--- src/rtl/pkt_sender.sv ---
// ---------------------------------------------------------------------------
// pkt_sender
//
// Packet transmitter feeding the sorter input stream. A packet of up to
// 2**AWIDTH words is loaded through a ready/valid load port into an internal
// register array, held until the downstream sorter reports not-busy, and then
// played out as one uninterrupted burst.
//
// Ports:
//   clk_i       clock
//   srst_i      asynchronous active-high reset
//   ld_data_i   word to load
//   ld_val_i    load strobe, word accepted when ld_val_i && ld_ready_o
//   ld_last_i   final word of the packet (qualified by ld_val_i)
//   ld_ready_o  buffer accepting load words
//   busy_i      downstream busy; a new burst may only start while low
//   data_o      stream data
//   sop_o       first word of packet
//   eop_o       last word of packet
//   val_o       qualifies data_o/sop_o/eop_o
//   done_o      one-cycle pulse in the cycle after the eop_o word
// ---------------------------------------------------------------------------
module pkt_sender #(
    parameter int AWIDTH = 3,
    parameter int DWIDTH = 8
) (
    input  logic              clk_i,
    input  logic              srst_i,
    input  logic [DWIDTH-1:0] ld_data_i,
    input  logic              ld_val_i,
    input  logic              ld_last_i,
    output logic              ld_ready_o,
    input  logic              busy_i,
    output logic [DWIDTH-1:0] data_o,
    output logic              sop_o,
    output logic              eop_o,
    output logic              val_o,
    output logic              done_o
);

    localparam int DEPTH = 2 ** AWIDTH;
    localparam logic [AWIDTH-1:0] LAST_ADDR = AWIDTH'(DEPTH - 1);

    typedef enum logic [1:0] {
        ST_LOAD,
        ST_WAIT,
        ST_SEND
    } state_t;

    state_t            state;
    state_t            state_nxt;
    logic [AWIDTH-1:0] wr_ptr;
    logic [AWIDTH-1:0] wr_ptr_nxt;
    logic [AWIDTH-1:0] rd_ptr;
    logic [AWIDTH-1:0] rd_ptr_nxt;
    logic [AWIDTH-1:0] rd_ptr_inc;
    logic [AWIDTH-1:0] len;
    logic [AWIDTH-1:0] len_nxt;
    logic              wr_en;
    logic [DWIDTH-1:0] data_nxt;
    logic              sop_nxt;
    logic              eop_nxt;
    logic              val_nxt;
    logic              done_nxt;

    logic [DWIDTH-1:0] mem [DEPTH];

    assign ld_ready_o = (state == ST_LOAD);
    assign rd_ptr_inc = rd_ptr + 1'b1;

    // Buffer storage carries no reset; its contents only matter once a
    // packet has been loaded.
    always_ff @(posedge clk_i) begin
        if (wr_en) begin
            mem[wr_ptr] <= ld_data_i;
        end
    end

    // State, pointers and the registered stream outputs.
    always_ff @(posedge clk_i or posedge srst_i) begin
        if (srst_i) begin
            state  <= ST_LOAD;
            wr_ptr <= '0;
            rd_ptr <= '0;
            len    <= '0;
            data_o <= '0;
            sop_o  <= 1'b0;
            eop_o  <= 1'b0;
            val_o  <= 1'b0;
            done_o <= 1'b0;
        end else begin
            state  <= state_nxt;
            wr_ptr <= wr_ptr_nxt;
            rd_ptr <= rd_ptr_nxt;
            len    <= len_nxt;
            data_o <= data_nxt;
            sop_o  <= sop_nxt;
            eop_o  <= eop_nxt;
            val_o  <= val_nxt;
            done_o <= done_nxt;
        end
    end

    // Next-state logic. The stream outputs are computed one cycle ahead so
    // that the first word is already on the bus in the first SEND cycle.
    // rd_ptr always holds the address of the word currently on data_o.
    always_comb begin
        state_nxt  = state;
        wr_ptr_nxt = wr_ptr;
        rd_ptr_nxt = rd_ptr;
        len_nxt    = len;
        wr_en      = 1'b0;
        data_nxt   = '0;
        sop_nxt    = 1'b0;
        eop_nxt    = 1'b0;
        val_nxt    = 1'b0;
        done_nxt   = 1'b0;

        case (state)
            ST_LOAD: begin
                if (ld_val_i) begin
                    wr_en = 1'b1;
                    // A full buffer closes the packet even without ld_last_i,
                    // so the write pointer never wraps inside a packet.
                    if (ld_last_i || (wr_ptr == LAST_ADDR)) begin
                        len_nxt   = wr_ptr;
                        state_nxt = ST_WAIT;
                    end else begin
                        wr_ptr_nxt = wr_ptr + 1'b1;
                    end
                end
            end

            ST_WAIT: begin
                if (!busy_i) begin
                    state_nxt  = ST_SEND;
                    rd_ptr_nxt = '0;
                    val_nxt    = 1'b1;
                    sop_nxt    = 1'b1;
                    eop_nxt    = (len == '0);
                    data_nxt   = mem[0];
                end
            end

            ST_SEND: begin
                if (eop_o) begin
                    state_nxt  = ST_LOAD;
                    done_nxt   = 1'b1;
                    rd_ptr_nxt = '0;
                    wr_ptr_nxt = '0;
                end else begin
                    rd_ptr_nxt = rd_ptr_inc;
                    val_nxt    = 1'b1;
                    eop_nxt    = (rd_ptr_inc == len);
                    data_nxt   = mem[rd_ptr_inc];
                end
            end

            default: begin
                state_nxt = ST_LOAD;
            end
        endcase
    end

endmodule

--- config.mk ---
export PLATFORM = sky130hd
export DESIGN_NAME = pkt_sender
export DESIGN_NICKNAME = d
export VERILOG_FILES = /design/src/rtl/pkt_sender.sv
export SDC_FILE = /design/constraint.sdc
export NUM_CORES = 1
export LEC_CHECK = 0
export CAP_MARGIN = 20
export CORE_MARGIN = 2
export CORE_UTILIZATION = 60
export CTS_BUF_LIST = sky130_fd_sc_hd__clkbuf_2 sky130_fd_sc_hd__clkbuf_4 sky130_fd_sc_hd__clkbuf_8
export DETAILED_ROUTE_END_ITERATION = 8
export MAX_ROUTING_LAYER = met4
export PLACE_DENSITY = 0.87
export SETUP_SLACK_MARGIN = 0.5
export SYNTH_ARGS = -nofsm -noshare
export SYNTH_HDL_FRONTEND = slang
export SYNTH_SLANG_ARGS = --single-unit
--- constraint.sdc ---
create_clock -name clk_i -period 2.3 [get_ports clk_i]
set_input_delay 0.23 -clock clk_i [delete_from_list [all_inputs] [get_ports clk_i]]
set_output_delay 0.23 -clock clk_i [all_outputs]
set_load 0.01 [all_outputs]
Word-level counts from Yosys, hierarchy flattened
Memories as Yosys holds them, arrays and structs flattened.
Cells that the tools add are included.
- register bits after elaboration: 23
- memory bits (writable): 64
- output and inout port bits: 13
- word-level logic and storage cells: 58
- memories kept: 1
- $add $sub $neg: 2
- equal/unequal tests: 9
- mux-type cells: 28
- reductions and logical operators: 9
- memories (memory ; words ; bits a word ; rd ports ; clocked after Yosys merged registers in ; write ports ; RTL line ; RTL):
    mem ; 8 ; 8 ; 2 ; 0 ; 1 ; 66 ; logic [DWIDTH-1:0] mem [DEPTH];
- operators with widths (kind ; count):
    $mux W8 ; 2
    $pmux W8 S2 ; 1
    $mux W3 ; 5
    $pmux W3 S2 ; 2
    $mux W1 ; 11
    $mux W2 ; 4
    $ne A2 B2 Y1 const B ; 4
    $reduce_and A4 Y1 ; 2
    $add A3 B1 Y3 const B ; 2
    $pmux W2 S3 ; 1
    $pmux W1 S2 ; 2
    $reduce_bool A2 Y1 ; 2
    $eq A3 B3 Y1 ; 1
    $eq A3 B3 Y1 const B ; 1
    $logic_not A3 Y1 ; 1
    $reduce_and A3 Y1 ; 1
    $eq A2 B1 Y1 const B ; 1
    $eq A2 B2 Y1 const B ; 1
    $logic_not A2 Y1 ; 1
    $ne A2 B1 Y1 const B ; 1
    $reduce_and A2 Y1 ; 1
    $logic_or A1 B1 Y1 ; 1

Logic depth before layout (Yosys ltp)
Gate-level depths: netlist (run 1).
- depth after elaboration: 5
- gate-level depth with buffers: 7

Least setup slack after synthesis (run 1)
OpenSTA, ideal clock, no wires.
- kind: register to register
- from: register state[0]
- to: memory mem[4][0], enable pin
- setup time: 0.383 ns
- arrival: 1.729 ns
- path slack: 0.188 ns
- cell stages (with the launch flop): 6
- buffers on the path: 1
- clock period less this slack: 2.112 ns
- cells stage by stage: dfrtp_1 inv_1 ha_1 clkbuf_1 nand2b_1 nor3_1
- word-level cells in the longest chain between the ends: 4
- ends and longest elaborated chain (element ; RTL line ; RTL):
    start: declaration ; 50 ; state_t state;
    start signal: assignment ; 92 ; state <= state_nxt;
    $logic_not A2 Y1 ; -- ;
    via ld_ready_o ; 32 ; output logic ld_ready_o,
    $mux W1 ; 119 ; case (state)
    $mux W1 ; 74 ; if (wr_en) begin
    $mux W1 (implied by the code) ; 75 ; mem[wr_ptr] <= ld_data_i;
    end: declaration ; 66 ;
The timed path passes the listed nets, and every way through them passes these cells.

Worst setup path in the final report (run 1)
- from: register wr_ptr[0]
- to: register wr_ptr[1]
- word-level cells in the longest chain between the ends: 4
- elaborated cells on any way between the ends: 8
- ends and longest elaborated chain (element ; RTL line ; RTL):
    start: declaration ; 52 ; logic [AWIDTH-1:0] wr_ptr;
    start signal: assignment ; 93 ; wr_ptr <= wr_ptr_nxt;
    $add A3 B1 Y3 / $eq A3 B3 Y1 (equally long branches) ; 129, 125 ;
    $mux W3 / $logic_or A1 B1 Y1 (equally long branches) ; 125 ; if (ld_last_i || (wr_ptr == LAST_ADDR)) begin
    $mux W3 / $ne A2 B2 Y1 (equally long branches) ; -- ;
    $pmux W3 S2 / $reduce_and A4 Y1 (equally long branches) ; -- ;
Parallel ways exist; a longest one is shown, timed or not. The select of a mux whose other input is x is not followed.
A chain may end at the register's enable or synchronous reset.

==> results of run 1 <==
==> cells by family (layout without fill, tap and decap cells) <==
kind of cell | Yosys count | in the layout
buf+inv | 13 | 63
simple gates | 47 | 47
flops | 87 | 87
fa+ha+maj | 7 | 7
compound gates | 22 | 22
xor+xnor | 5 | 5
mux | 23 | 23
==> layer usage <==
metal  GRT usage  vias up
met4      0.0915        0
li1            -      887
met5           -        -
met3      0.0556       13
met2       0.331       98
met1       0.326     1008
==> worst max path at each step <==
stage                     end  slack (ns)  cells after the start
global placement    wr_ptr[1]        0.31                      4
floorplan           wr_ptr[1]        0.42                      5
detailed placement  wr_ptr[2]        0.25                      4
finish              wr_ptr[1]        0.40                      5
global route        wr_ptr[1]        0.36                      5
CTS                 wr_ptr[1]        0.37                      5
==> registers in the layout, indices dropped and copies added (netlist names) <==
register	cells
sop_o	1
rd_ptr	3
done_o	1
eop_o	1
data_o	8
len	3
val_o	1
wr_ptr	3
mem	64
state	2
==> cell usage in the layout (no fill, tap or decap), types with 2 or more instances in the layout <==
cell,synthesis,layout
xor2_1,2,2
mux4_2,16,16
inv_1,4,2
clkdlybuf4s50_1,0,24
nand2b_1,3,3
xnor2_1,2,2
buf_4,2,17
nand2_1,11,11
inv_6,0,2
ha_1,7,3
a32oi_1,8,8
nor2b_1,5,4
dfrtp_1,23,21
inv_2,0,2
clkbuf_8,0,10
a21boi_0,2,2
mux2_2,7,4
nor3_2,0,2
ha_4,0,4
dfrtp_2,0,2
nor2_1,8,8
nand3_1,9,9
mux2_4,0,3
a21oi_1,2,2
edfxtp_1,64,64
==> worst reg2reg max path: stages, from the launching register on <==
cell      delay (ns)
dfrtp_2         0.44
ha_4            0.17
ha_4            0.15
or3b_4          0.37
a211oi_4        0.33
mux2_4          0.33
==> power groups by stage <==
stage	sequential [mW]	combinational [mW]	clock [mW]
2_1_floorplan	2.12	1.13	0
3_3_place_gp	2.11	1.58	0
3_5_place_dp	2.13	1.63	0
4_1_cts	2.08	1.80	1.13
5_1_grt	2.12	2.03	1.23
6_report	2.10	1.89	1.13
==> timing repair <==
item / in CTS / in global routing
gates resized for setup: 11 / 6
pin swaps: 2 / 2
setup endpoints to repair: 14 / 14
buffers inserted: 3 / 3
==> layout make-up <==
type	instances	area, µm²
clock buffer	10	138
clock inverter	6	75.1
fill	330	1510
inverter	4	15.0
multi-input combinational	104	1090
sequential	87	2500
tap	75	93.8
timing repair buffer	43	395
==> results.md, run 1 <==
- Slew headroom: 0.551
- Area of the mapped netlist: 3560 µm²
- Worst hold path class: in2async
- Worst Setup Start Kind: flip-flop
- DP Worst Slack: 0.251 ns
- Area share of the largest cell type after synthesis: 0.539
- Synthesis-to-finish area growth: 20.9%
- Final setup viols: 0
- WL final: 6790 µm
- Post-Syn Nets: 224
- Top cells by count, synth: edfxtp_1, dfrtp_1, mux4_2
- N_diodes: 0
- LEAKAGE: 1.58 nW
- Share of layout cells above drive strength 1: 0.283
- CTS sink cnt: 87
- Compound-gate portion of the synthesized area: 0.0495
- Worst R2R Path Depth: 5
- CTS buffer count: 9
- Number of synthesized register bits: 87
- Distinct cells, synth: 39
- Share of total power in the clock network: 0.221
- Placed Cells: 307
- Initial antenna violation count: 0
- Drt drc: 0
- CP endpoint kind: flip-flop
- Critical path class: reg2reg
- Buf/Inv on CP: 0
- Fmax: 527 MHz
- Die X: 81.1 µm
- RSZ-0062 raised after global routing: yes
- Routed Antenna Nets: 0
- GRT overflow: 0
- Layout Cells excl Fill: 329
- Clock buffer depth: 2
- Reg2Reg Setup Slack: 0.40 ns
- NetSw: 1.65 mW
- Drt first pass iters: 6
- Initial Util: 0.613
- Final worst path period need: 1.90 ns
- Synth Area in XOR/XNOR: 0.0161
- Final hold vios: 0
- WHS: 0.264 ns
- Routability cong.: 0.784
- Switching Share: 0.321
- Nets@finish: 269
- First-pass GRT wire length: 10,400 µm
- Fin worst setup slack: 0.401 ns
- Reg2Reg Launch Point: wr_ptr[0]
- Final Skew: 0.00939 ns
- Skew-Pair Late Insertion Delay: 0.36 ns
- Met1 Wirelength: 2790 µm
- Period utilization: 0.826
- Root buffer cell: clkbuf_8
- Largest family of logic cells by synthesized area: multiplexers
- Final Cell Area: 4310 µm²
- Combinational Power Share: 0.369
- Mux cell area share after synthesis: 0.123
- Final setup TNS: 0 ns
- Port buffer count: 25
- Crit path cell chain: ha_4 -> ha_4 -> or3b_4 -> a211oi_4 -> mux2_4
- Critical Path Max Stage Delay: 0.44 ns
- Flop pwr share: 0.410
- Critical path launch point: wr_ptr[0]
- Ys async rst share: 0.264
- Rows: 28
- Outcome: complete, no violations
- Top FF cell, synth: edfxtp_1
- Metal2 WL: 3310 µm
- Hold buffers post-CTS: 0
- Post-placement cell area: 3990 µm²
- Synth Area in Simple Gates: 0.0691
- Slowest CP cell: dfrtp_2
- RR Endpoint: wr_ptr[1]
- Total core area: 5820 µm²
- H-Tree Depth: 3
- Worst EP required: 2.54 ns
- CP max FO: 3
- Tot Pwr: 5.12 mW
- Fin. max-slew vios: 0
- Die Height: 81.1 µm
- Peak VDD IR: 0.772 mV
- Top delay family on crit path: flip-flops
- Vias in the first global route: 1,954
- Per-cell routed wire length: 20.6 µm
- Synth area leaders: edfxtp_1, dfrtp_1, mux4_2
- Worst-margin pin slew: 0.672 ns
- CTS tree: built
- Synth Area per Inst: 17.5 µm²
- Tot GR Track Use: 0.231
- DR vias: 2,006
- Clock slew at reported path FFs: 0.09 ns
- Pwr Density: 1190 nW/µm²
- Post-DP HPWL: 4170 µm
- Max Used Layer: met4
- Pint: 3.47 mW
- Die area: 6570 µm²
- Most frequent CP cell: ha_4
- Number of flops mapped to enable cells by yosys: 64
- # Max-Cap Violations: 0
- Cells after Synth: 204
- Finished Core Util: 0.741
- Arrival time worst endpoint: 2.14 ns
- Synth warn: 0
- Adder-cell share of the synthesized area: 0.0246
- Top Ports: 26
- Most common cell in the synthesized netlist: edfxtp_1
- Wire length on met3: 565 µm
- Yosys top cell by area: edfxtp_1
- Seq/Total Area, Yosys: 0.701
- Largest net degree at the start of global routing: 20
- DRT iter0 DRCs: 247
- Vias per inst: 6.10
Power figures use the tool's default switching activity.
==> run 2, diff against run 1 <==
==> constraint.sdc (replaced) <==
create_clock -name clk_i -period 1.8 [get_ports clk_i]
set_input_delay 0.18 -clock clk_i [delete_from_list [all_inputs] [get_ports clk_i]]
set_output_delay 0.18 -clock clk_i [all_outputs]
set_load 0.01 [all_outputs]
==> results.md, run 2 (synthesis gave the netlist of run 1 again) <==
- WL final: 9060 µm (was 6790 µm)
- Worst hold path class: in2async (unchanged)
- Max FFs per register: 64 (unchanged)
- Drt drc: 0 (unchanged)
- Final Skew: 0.0117 ns (was 0.00939 ns)
- Leading registers by flop count: mem (64), data_o (8) (unchanged)
- Largest net degree at the start of global routing: 24 (was 20)
- Vias in the first global route: 2,208 (was 1,954)
- First-pass GRT wire length: 11,900 µm (was 10,400 µm)
- CTS tree: built (unchanged)
- RSZ-0062 raised after global routing: yes (unchanged)
- Fmax: 515 MHz (was 527 MHz)
- Most common cell after layout, fill and taps aside: edfxtp_1 (unchanged)
- Final worst path period need: 1.94 ns (was 1.90 ns)
- Worst-margin pin slew: 0.682 ns (was 0.672 ns)
- Routability cong.: 0.808 (was 0.784)
- Failing checks: negative setup slack
- Period utilization: 1.08 (was 0.826)
- Reg2Reg Setup Slack: -0.14 ns (was 0.40 ns)
- Fin. max-slew vios: 0 (unchanged)
- Skew-Pair Late Insertion Delay: 0.36 ns (about the same)
- # Max-Cap Violations: 0 (unchanged)
- Initial Util: 0.613 (unchanged)
- Synthesis-to-finish area growth: 38.4% (was 20.9%)
- Root buffer cell: clkbuf_8 (unchanged)
- Initial antenna violation count: 0 (unchanged)
- H-Tree Depth: 3 (unchanged)
- CTS buffer count: 9 (unchanged)
- Final setup viols: 7 (was 0)
- Outcome: finished with violations (was complete, no violations)
- Clock buffer depth: 2 (unchanged)
- Slew headroom: 0.544 (was 0.551)
- Rows: 28 (unchanged)
- Worst EP required: 2.04 ns (was 2.54 ns)
- Routed Antenna Nets: 0 (unchanged)
- Post-DP HPWL: 4400 µm (was 4170 µm)
- Arrival time worst endpoint: 2.18 ns (was 2.14 ns)
- Critical path class: reg2reg (unchanged)
- Reg2Reg Launch Point: wr_ptr[1] (was wr_ptr[0])
- Worst Setup Start Kind: flip-flop (unchanged)
- Fin worst setup slack: -0.140 ns (was 0.401 ns)
- N_diodes: 0 (unchanged)
- LEAKAGE: 1.92 nW (was 1.58 nW)
- CP max FO: 3 (unchanged)
- Total core area: 5820 µm² (unchanged)
- Per-cell routed wire length: 24.7 µm (was 20.6 µm)
- GRT overflow: 0 (unchanged)
- Clock slew at reported path FFs: 0.09 ns (about the same)
- Placed Cells: 316 (was 307)
- Pwr Density: 1620 nW/µm² (was 1190 nW/µm²)
- Die Height: 81.1 µm (unchanged)
- Die area: 6570 µm² (unchanged)
- Port buffer count: 25 (unchanged)
- DRT iter0 DRCs: 223 (was 247)
- DR vias: 2,257 (was 2,006)
- CP endpoint kind: flip-flop (unchanged)
- Critical path launch point: wr_ptr[1] (was wr_ptr[0])
- Peak VDD IR: 1.17 mV (was 0.772 mV)
- Finished Core Util: 0.849 (was 0.741)
- Tot GR Track Use: 0.276 (was 0.231)
- Drt first pass iters: 4 (was 6)
- Vias per inst: 6.15 (was 6.10)
- Die X: 81.1 µm (unchanged)
- Layout Cells excl Fill: 367 (was 329)
- Worst R2R Path Depth: 5 (unchanged)
- Top Ports: 26 (unchanged)
- RR Endpoint: wr_ptr[1] (unchanged)
- Largest Register: mem (unchanged)
- CTS sink cnt: 87 (unchanged)
- Share of layout cells above drive strength 1: 0.455 (was 0.283)
- Nets@finish: 307 (was 269)
- End of the critical path: wr_ptr[1] (unchanged)
- Final hold vios: 0 (unchanged)
- Most frequent cells in the layout: edfxtp_1, buf_6, buf_4 (was edfxtp_1, clkdlybuf4s50_1, dfrtp_1)
- Hold buffers post-CTS: 0 (unchanged)
==> run 2: cell types whose count changed in the layout (fill, tap and decap cells not counted), moves of 3 or more <==
cell             change
buf_8                +3
dlygate4sd2_1       +11
clkdlybuf4s50_1     -12
mux2_4               +4
buf_12               +3
buf_4                +7
nor2_1               -6
nor2_4               +5
mux2_2               -4
buf_6               +26
nand3_1              -3
==> run 2: worst min-delay path by stage <==
stage | from | endpoint
after floorplan | srst_i | data_o[0]
after global placement | mem[0][7] | data_o[7]
after detailed placement | mem[0][1] | data_o[1]
after CTS | srst_i | data_o[0]
after global routing | srst_i | data_o[6]
final | srst_i | data_o[6]
==> run 2: through the flow <==
stage / setup TNS, ns / worst slack, ns / instance area, µm² / hold WS (ns) / power, mW
floorplan: -3.65 / -0.0842 / 3690 / 0.182 / 4.36
global placement: -0.671 / -0.0685 / 4120 / 0.462 / 4.97
detailed placement: -1.42 / -0.148 / 4120 / 0.473 / 5.11
CTS: -0.391 / -0.136 / 4590 / 0.160 / 6.99
global route: -0.714 / -0.167 / 4930 / 0.200 / 8.32
finish: -0.519 / -0.140 / 4930 / 0.171 / 8.01
==> run 2: layout make-up <==
class / count / area, µm²
repair buffers: 81 / 820
flip-flops and latches: 87 / 2500
well taps: 75 / 93.8
clock buffers: 9 / 124
inverters: 4 / 15.0
clock inverters: 7 / 80.1
multi-input cells: 104 / 1300
fillers: 250 / 881
==> run 2: report_power, final <==
part,internal (mW),switching (mW)
sequential,2.49,0.204
clock,0.661,0.741
combinational,2.11,1.81
total,5.26,2.75
==> run 2: worst max-delay path, cell delays in order, from the launching register on <==
cell	delay, ns
dfrtp_2	0.43
ha_4	0.17
ha_4	0.15
or3b_4	0.38
a211oi_4	0.36
mux2_4	0.34
==> run 2: routing by layer <==
layer / global-route usage / part of all wire
met1: 0.320 / 0.39
met2: 0.440 / 0.51
met3: 0.0622 / 0.081
met4: 0.168 / 0.020
met5: - / 0
==> run 2: repair_timing <==
item,in CTS,in global routing
hold endpoints to repair,0,0
endpoints found under the setup margin,97,86
resized for setup,60,45
pin swaps,11,21
buffers inserted,12,23
